===== src/rtl/arilla_sba_pkg.sv =====
// ============================================================================
// arilla_sba_pkg : shared types, error codes and helpers for the SBA engine
// Revision: 1.0
// ============================================================================
`default_nettype none

package arilla_sba_pkg;

  localparam int unsigned SBA_DATA_WIDTH    = 32;
  localparam int unsigned SBA_ADDRESS_WIDTH = 30;
  localparam int unsigned SBA_MAX_SIZE      = 2;

  typedef enum logic [1:0] {
    ST_IDLE      = 2'd0,
    ST_WRITE     = 2'd1,
    ST_READ_REQ  = 2'd2,
    ST_READ_RESP = 2'd3
  } sba_state_t;

  typedef enum logic [2:0] {
    SIZE_8  = 3'd0,
    SIZE_16 = 3'd1,
    SIZE_32 = 3'd2
  } sba_size_t;

  localparam logic [2:0] SBERR_NONE       = 3'd0;
  localparam logic [2:0] SBERR_MISALIGNED = 3'd3;
  localparam logic [2:0] SBERR_BAD_SIZE   = 3'd4;

  function automatic logic [3:0] size_mask(input logic [1:0] size);
    case (size)
      2'd0:    return 4'b0001;
      2'd1:    return 4'b0011;
      default: return 4'b1111;
    endcase
  endfunction

  function automatic logic is_aligned(input logic [1:0] offset, input logic [1:0] size);
    case (size)
      2'd0:    return 1'b1;
      2'd1:    return ~offset[0];
      default: return (offset == 2'd0);
    endcase
  endfunction

endpackage

`default_nettype wire


===== src/rtl/arilla_bus_if.sv =====
// ============================================================================
// arilla_bus_if : single-cycle system bus between SBA initiator and targets
// Revision: 1.0
// ============================================================================
`default_nettype none

interface arilla_bus_if;
  import arilla_sba_pkg::*;

  logic [SBA_ADDRESS_WIDTH-1:0] address;
  logic [SBA_DATA_WIDTH-1:0]    data;
  logic [SBA_DATA_WIDTH/8-1:0]  byte_enable;
  logic                         read;
  logic                         write;
  logic [SBA_DATA_WIDTH-1:0]    data_in;
  logic                         intercept;

  modport master (
    output address, data, byte_enable, read, write,
    input  data_in, intercept
  );

  modport slave (
    input  address, data, byte_enable, read, write,
    output data_in, intercept
  );

endinterface

`default_nettype wire


===== src/rtl/sba_lane_align.sv =====
// ============================================================================
// sba_lane_align : byte-enable generation, write lane replication and
//                  read lane extraction with zero extension
// Revision: 1.0
// ============================================================================
`default_nettype none

module sba_lane_align
  import arilla_sba_pkg::*;
(
  input  logic [2:0]  size,
  input  logic [1:0]  offset,
  input  logic [31:0] wr_data,
  input  logic [31:0] bus_rdata,
  output logic [3:0]  byte_enable,
  output logic [31:0] lane_wdata,
  output logic [31:0] rd_data
);

  logic [31:0] w_shifted;

  assign byte_enable = size_mask(size[1:0]) << offset;
  assign w_shifted   = bus_rdata >> {offset, 3'b000};

  // Replication lets a target pick the addressed lane without any shifting.
  always_comb begin
    lane_wdata = wr_data;
    rd_data    = w_shifted;
    case (sba_size_t'(size))
      SIZE_8: begin
        lane_wdata = {4{wr_data[7:0]}};
        rd_data    = {24'd0, w_shifted[7:0]};
      end
      SIZE_16: begin
        lane_wdata = {2{wr_data[15:0]}};
        rd_data    = {16'd0, w_shifted[15:0]};
      end
      default: ;
    endcase
  end

endmodule

`default_nettype wire


===== src/rtl/sysbus_initiator.sv =====
// ============================================================================
// sysbus_initiator : debug-module system bus access engine turning sbaddress/
//                    sbdata operations into single bus read/write cycles
// Revision: 1.0
// ============================================================================
`default_nettype none

module sysbus_initiator
  import arilla_sba_pkg::*;
#(
  parameter int unsigned MAX_SIZE = SBA_MAX_SIZE
) (
  input  logic         clk,
  input  logic         rst_n,
  input  logic [2:0]   sbaccess,
  input  logic         sbautoincrement,
  input  logic         sbreadonaddr,
  input  logic         sbreadondata,
  input  logic         addr_wr,
  input  logic         data_wr,
  input  logic         data_rd,
  input  logic [31:0]  wdata,
  input  logic         sberror_clr,
  input  logic         busyerror_clr,
  output logic [31:0]  sbaddress,
  output logic [31:0]  sbdata,
  output logic         sbbusy,
  output logic         sbbusyerror,
  output logic [2:0]   sberror,
  arilla_bus_if.master bus_interface
);

  sba_state_t  r_state;
  sba_state_t  w_next_state;
  logic [31:0] r_sbaddress;
  logic [31:0] r_sbdata;
  logic        r_busyerror;
  logic [2:0]  r_sberror;

  logic        w_idle;
  logic        w_any_strobe;
  logic        w_blocked;
  logic        w_want_write;
  logic        w_want_read;
  logic [31:0] w_check_addr;
  logic        w_size_bad;
  logic        w_misaligned;
  logic        w_start_req;
  logic        w_start_ok;
  logic [31:0] w_inc_addr;
  logic [3:0]  w_byte_enable;
  logic [31:0] w_lane_wdata;
  logic [31:0] w_read_data;

  assign w_idle       = (r_state == ST_IDLE);
  assign w_any_strobe = addr_wr | data_wr | data_rd;
  assign w_blocked    = (r_sberror != SBERR_NONE) | r_busyerror;

  // A data write takes priority, so a combined addr/data strobe never reads.
  assign w_want_write = data_wr;
  assign w_want_read  = ~data_wr & ((addr_wr & sbreadonaddr) | (data_rd & sbreadondata));

  assign w_check_addr = addr_wr ? wdata : r_sbaddress;
  assign w_size_bad   = (sbaccess > 3'(MAX_SIZE));
  assign w_misaligned = ~is_aligned(w_check_addr[1:0], sbaccess[1:0]);
  assign w_start_req  = w_idle & ~w_blocked & (w_want_write | w_want_read);
  assign w_start_ok   = w_start_req & ~w_size_bad & ~w_misaligned;
  assign w_inc_addr   = r_sbaddress + (32'd1 << sbaccess[1:0]);

  sba_lane_align u_lane_align (
    .size        (sbaccess),
    .offset      (r_sbaddress[1:0]),
    .wr_data     (r_sbdata),
    .bus_rdata   (bus_interface.data_in),
    .byte_enable (w_byte_enable),
    .lane_wdata  (w_lane_wdata),
    .rd_data     (w_read_data)
  );

  always_ff @(posedge clk or negedge rst_n) begin
    if (!rst_n) begin
      r_state <= ST_IDLE;
    end else begin
      r_state <= w_next_state;
    end
  end

  always_comb begin
    w_next_state = r_state;
    case (r_state)
      ST_IDLE: begin
        if (w_start_ok) begin
          w_next_state = w_want_write ? ST_WRITE : ST_READ_REQ;
        end
      end
      ST_WRITE:     w_next_state = ST_IDLE;
      ST_READ_REQ:  w_next_state = ST_READ_RESP;
      ST_READ_RESP: w_next_state = ST_IDLE;
      default:      w_next_state = ST_IDLE;
    endcase
  end

  // Bus strobes decode straight from state so reset removes them at once.
  always_comb begin
    sbbusy                    = 1'b0;
    bus_interface.read        = 1'b0;
    bus_interface.write       = 1'b0;
    bus_interface.byte_enable = 4'd0;
    case (r_state)
      ST_WRITE: begin
        sbbusy                    = 1'b1;
        bus_interface.write       = 1'b1;
        bus_interface.byte_enable = w_byte_enable;
      end
      ST_READ_REQ: begin
        sbbusy                    = 1'b1;
        bus_interface.read        = 1'b1;
        bus_interface.byte_enable = w_byte_enable;
      end
      ST_READ_RESP: begin
        sbbusy = 1'b1;
      end
      default: ;
    endcase
  end

  always_ff @(posedge clk or negedge rst_n) begin
    if (!rst_n) begin
      r_sbaddress <= 32'd0;
      r_sbdata    <= 32'd0;
    end else begin
      if (w_idle && addr_wr) begin
        r_sbaddress <= wdata;
      end
      if (w_idle && data_wr) begin
        r_sbdata <= wdata;
      end
      if (r_state == ST_WRITE && sbautoincrement) begin
        r_sbaddress <= w_inc_addr;
      end
      if (r_state == ST_READ_RESP) begin
        r_sbdata <= w_read_data;
        if (sbautoincrement) begin
          r_sbaddress <= w_inc_addr;
        end
      end
    end
  end

  // Error flags are sticky; a new error in the same cycle beats the clear.
  always_ff @(posedge clk or negedge rst_n) begin
    if (!rst_n) begin
      r_busyerror <= 1'b0;
      r_sberror   <= SBERR_NONE;
    end else begin
      if (!w_idle && w_any_strobe) begin
        r_busyerror <= 1'b1;
      end else if (busyerror_clr) begin
        r_busyerror <= 1'b0;
      end
      if (w_start_req && w_size_bad) begin
        r_sberror <= SBERR_BAD_SIZE;
      end else if (w_start_req && w_misaligned) begin
        r_sberror <= SBERR_MISALIGNED;
      end else if (sberror_clr) begin
        r_sberror <= SBERR_NONE;
      end
    end
  end

  assign sbaddress             = r_sbaddress;
  assign sbdata                = r_sbdata;
  assign sbbusyerror           = r_busyerror;
  assign sberror               = r_sberror;
  assign bus_interface.address = r_sbaddress[31:2];
  assign bus_interface.data    = w_lane_wdata;

endmodule

`default_nettype wire


===== src/flat_wrapper.sv =====
// flat-port wrapper written by rule: the top's interface ports become plain ports
module sysbus_initiator_flat import arilla_sba_pkg::*;
#(
  parameter int unsigned MAX_SIZE = SBA_MAX_SIZE
)
  (clk, rst_n, sbaccess, sbautoincrement, sbreadonaddr, sbreadondata, addr_wr, data_wr, data_rd, wdata, sberror_clr, busyerror_clr, sbaddress, sbdata, sbbusy, sbbusyerror, sberror, bus_interface_address, bus_interface_data, bus_interface_byte_enable, bus_interface_read, bus_interface_write, bus_interface_data_in, bus_interface_intercept);
  arilla_bus_if bus_interface_i ();
  input  logic clk;
  input  logic rst_n;
  input  logic [2:0] sbaccess;
  input  logic sbautoincrement;
  input  logic sbreadonaddr;
  input  logic sbreadondata;
  input  logic addr_wr;
  input  logic data_wr;
  input  logic data_rd;
  input  logic [31:0] wdata;
  input  logic sberror_clr;
  input  logic busyerror_clr;
  output logic [31:0] sbaddress;
  output logic [31:0] sbdata;
  output logic sbbusy;
  output logic sbbusyerror;
  output logic [2:0] sberror;
  output wire logic [$bits(bus_interface_i.address)-1:0] bus_interface_address;
  output wire logic [$bits(bus_interface_i.data)-1:0] bus_interface_data;
  output wire logic [$bits(bus_interface_i.byte_enable)-1:0] bus_interface_byte_enable;
  output wire logic [$bits(bus_interface_i.read)-1:0] bus_interface_read;
  output wire logic [$bits(bus_interface_i.write)-1:0] bus_interface_write;
  input wire logic [$bits(bus_interface_i.data_in)-1:0] bus_interface_data_in;
  input wire logic [$bits(bus_interface_i.intercept)-1:0] bus_interface_intercept;
  assign bus_interface_address = bus_interface_i.address;
  assign bus_interface_data = bus_interface_i.data;
  assign bus_interface_byte_enable = bus_interface_i.byte_enable;
  assign bus_interface_read = bus_interface_i.read;
  assign bus_interface_write = bus_interface_i.write;
  assign bus_interface_i.data_in = bus_interface_data_in;
  assign bus_interface_i.intercept = bus_interface_intercept;
  sysbus_initiator #(.MAX_SIZE(MAX_SIZE)) u_core (.clk(clk), .rst_n(rst_n), .sbaccess(sbaccess), .sbautoincrement(sbautoincrement), .sbreadonaddr(sbreadonaddr), .sbreadondata(sbreadondata), .addr_wr(addr_wr), .data_wr(data_wr), .data_rd(data_rd), .wdata(wdata), .sberror_clr(sberror_clr), .busyerror_clr(busyerror_clr), .sbaddress(sbaddress), .sbdata(sbdata), .sbbusy(sbbusy), .sbbusyerror(sbbusyerror), .sberror(sberror), .bus_interface(bus_interface_i));
endmodule

===== config.mk =====
export PLATFORM = sky130hd
export DESIGN_NAME = sysbus_initiator_flat
export DESIGN_NICKNAME = d
export VERILOG_FILES = /design/src/rtl/arilla_sba_pkg.sv /design/src/rtl/arilla_bus_if.sv /design/src/rtl/sba_lane_align.sv /design/src/rtl/sysbus_initiator.sv /design/src/flat_wrapper.sv
export SDC_FILE = /design/constraint.sdc
export NUM_CORES = 1
export LEC_CHECK = 0
export BUFFER_PORTS_ARGS = -buffer_cell sky130_fd_sc_hd__buf_2
export CORE_ASPECT_RATIO = 1.2
export CORE_MARGIN = 1.5
export CORE_UTILIZATION = 49
export CTS_CLUSTER_DIAMETER = 100
export DETAILED_ROUTE_END_ITERATION = 16
export MAX_ROUTING_LAYER = met4
export PLACE_DENSITY_LB_ADDON = 0.05
export SLEW_MARGIN = 30
export SYNTH_ARGS = -nofsm -noshare
export SYNTH_HDL_FRONTEND = slang
export SYNTH_SLANG_ARGS = --single-unit

===== constraint.sdc =====
create_clock -name clk -period 2.7 [get_ports clk]
set_clock_uncertainty 0.05 [all_clocks]
set_input_delay 0.135 -clock clk [delete_from_list [all_inputs] [get_ports clk]]
set_output_delay 0.135 -clock clk [all_outputs]
set_load 0.05 [all_outputs]

==> metrics.yaml <==
tns_ns: 0
synth_top_area_frac: 0.344
slew_headroom: 0.514
antenna_left: 0
syn_area_sq_um: 5020
drt_wl_total_microns: 16100
post-cts-setup-buffers: 0
post_synth.cell_area_avg_sq_um: 8.49
cts_tree: "done"
synth_top_family_by_area: "simple AND/OR/NAND/NOR gates"
cts.sink_count: 69
die_x_microns: 95.4
synth-compound-area-share: 0.191
routed_via_density: 5.69
io_buffers: 213
synth_cell_types: 56
diodes: 0
hp-class: "in2reg"
drt_iter0_markers: 288
synthAdderAreaFrac: 0.0249
holdWs_ns: 0.00148
antenna_found_initial: 0
finalSetupViolCount: 0
start_util: 0.502
use_met3: 0.0527
synth_warnings: 0
syn_nets: 680
clkTransAtPathRegs_ns: 0.06
yosys_most_used_dff: "dfrtp_1"
met2_usage: 0.470
status: "complete, no violations"
synthCells: 592
arrival_ns: 2.49
clockRootBuffer: "clkbuf_16"
io_pins: 215
cp.required_ns: 2.88
grt_use_total: 0.299
core_sq_um: 10000
area_growth_pct: 26.6
first_pass_iters: 5
cp_max_fo: 6
crit_path_end_kind: "flop"
drv_cap: 0
wl_per_cell_microns: 17.9
num_rows: 40
dieArea_sq_um: 10900
htreeDepth: 3
worstMarginPinSlew_ns: 0.724
synthTopCellsByArea: "dfrtp_1 34%, mux2i_1 7.2%, mux2_2 6.1%"
grt.busiest_layer: "met2"
worstSetupStartpointType: "flop"
place.gp.congestion: 0.967
drive_gt1_frac: 0.371
period_needed_ns: 2.32
die_h_microns: 114
seq_area_frac_synth: 0.344
grt.overflow.total: 0
synth_edf_count: 0
rsz0062_at_grt: "no"
nNetsFinal: 853
muxShareOfSynthArea: 0.132
cts.path.max_buffers: 2
slew_violations: 0
finalCritPeriodShare: 0.858
hold_buffers: 6
crit_type: "reg2reg"
grt_pass1_wl_microns: 23900
cts_buffers: 9
grt_max_degree: 70
synth-simple-area-share: 0.211
synthXorXnorAreaFrac: 0.00349
async_reset_ff_frac: 1.00
grt_pass1_vias: 4409
yosysTopAreaCell: "dfrtp_1"
finalHoldViolCount: 0
place_hpwl_microns: 11900
cts_resized: 0
grtUsageMet1: 0.399
synth_seq_cells: 69
vias: 5096
clk_latency_ns: 0.34
fmax_mhz: 431
drc_errors: 0
[cells in the mapped netlist (all sizes together) (2+ instances only)]
cell type   n
or4         2
dfrtp      69
nand2b      3
nor2b      28
a211o       3
and3        8
nor3       18
inv         9
nand2      74
a21oi      45
nor2       39
nand4       7
o21ai      57
buf        56
o2bb2ai     2
mux2       27
nor3b       2
a211oi     18
mux2i      36
and4        4
clkbuf     19
and2        4
o21a        4
nand3       7
nor4        5
a221oi      2
o22ai       2
ha         10
a311oi      5
o211ai      9
nor4b       2
[placed cells by master, fill, tap and decap left out, drive strengths merged, types with 9 or more instances in the layout]
cell type,synthesis,routed
buf,56,231
inv,9,9
nand2,74,74
nor3,18,18
nor2,39,39
a211oi,18,18
a21oi,45,45
mux2i,36,36
o211ai,9,9
mux2,27,27
dfrtp,69,69
nor2b,28,28
ha,10,10
clkbuf,19,10
o21ai,57,57
[routing by layer]
| layer | wire (microns) | vias to the layer above | share of wire |
|---|---|---|---|
| met1 | 6950 | 2421 | 0.43 |
| li1 | - | 2433 | - |
| met2 | 7830 | 225 | 0.49 |
| met3 | 1080 | 17 | 0.067 |
| met5 | 0 | - | 0 |
| met4 | 212 | 0 | 0.013 |
[path summary, 6_finish.rpt]
check                                              startpoint                              to  slack [ns]  cells after the start
worst max register to register  u_core.sbaddress[2]$_DFF_PN0_  u_core.sbaddress[13]$_DFF_PN0_        0.38                      6
worst min register to register  u_core.sbdata[20]$_DFFE_PN0P_   u_core.sbdata[20]$_DFFE_PN0P_        0.45                      2
worst max-delay path            u_core.sbaddress[2]$_DFF_PN0_  u_core.sbaddress[13]$_DFF_PN0_        0.38                      6
min in group asynchronous                               rst_n  u_core.sbbusyerror$_DFFE_PN0P_        0.31                      3
worst min-delay path                                wdata[30]  u_core.sbaddress[30]$_DFF_PN0_       0.001                      3
max in group asynchronous                               rst_n   u_core.sbdata[23]$_DFFE_PN0P_        1.99                      3
[area by class of cell]
class	count	area, sq um
Fill cell	905	3650
Clock inverter	6	86.3
Timing Repair Buffer	237	1270
Tap cell	126	158
Inverter	9	33.8
Clock buffer	10	239
Multi-Input combinational cell	439	2840
Sequential cell	69	1730
[cell families after synthesis]
logic type,after synthesis
buffers and inverters,84
and+or+nand+nor,206
xor gates and xnor gates,2
muxes,63
DFF,69
adders and majority gates,10
AOI/OAI and AO/OA,158
[sequential cells by signal, indices dropped and copies added, names as in the netlist]
name                count
u_core.r_state          2
u_core.sbbusyerror      1
u_core.sberror          2
u_core.sbaddress       32
u_core.sbdata          32
[critical path, cell delays in order, from the launching register on]
cell and delay [ns]:
dfrtp_1 0.40, ha_1 0.34, o21a_1 0.18, o211ai_1 0.11, or4_1 0.64, o211a_1 0.27
a211o_1 0.22
[per-stage QoR]
stage / cell area (sq um) / instances / setup slack (ns) / utilization
floorplan: 5030 / 592 / 0.0358 / -
global placement: 5980 / 874 / 0.386 / 0.597
detailed placement: 5980 / 874 / 0.349 / 0.597
CTS: 6360 / 896 / 0.376 / 0.636
global route: 6360 / 896 / 0.227 / 0.636
finish: 6360 / 896 / 0.382 / 0.636
Power is not shown: default switching activity piles up to over one toggle a cycle in this logic, so the estimate is an artifact.
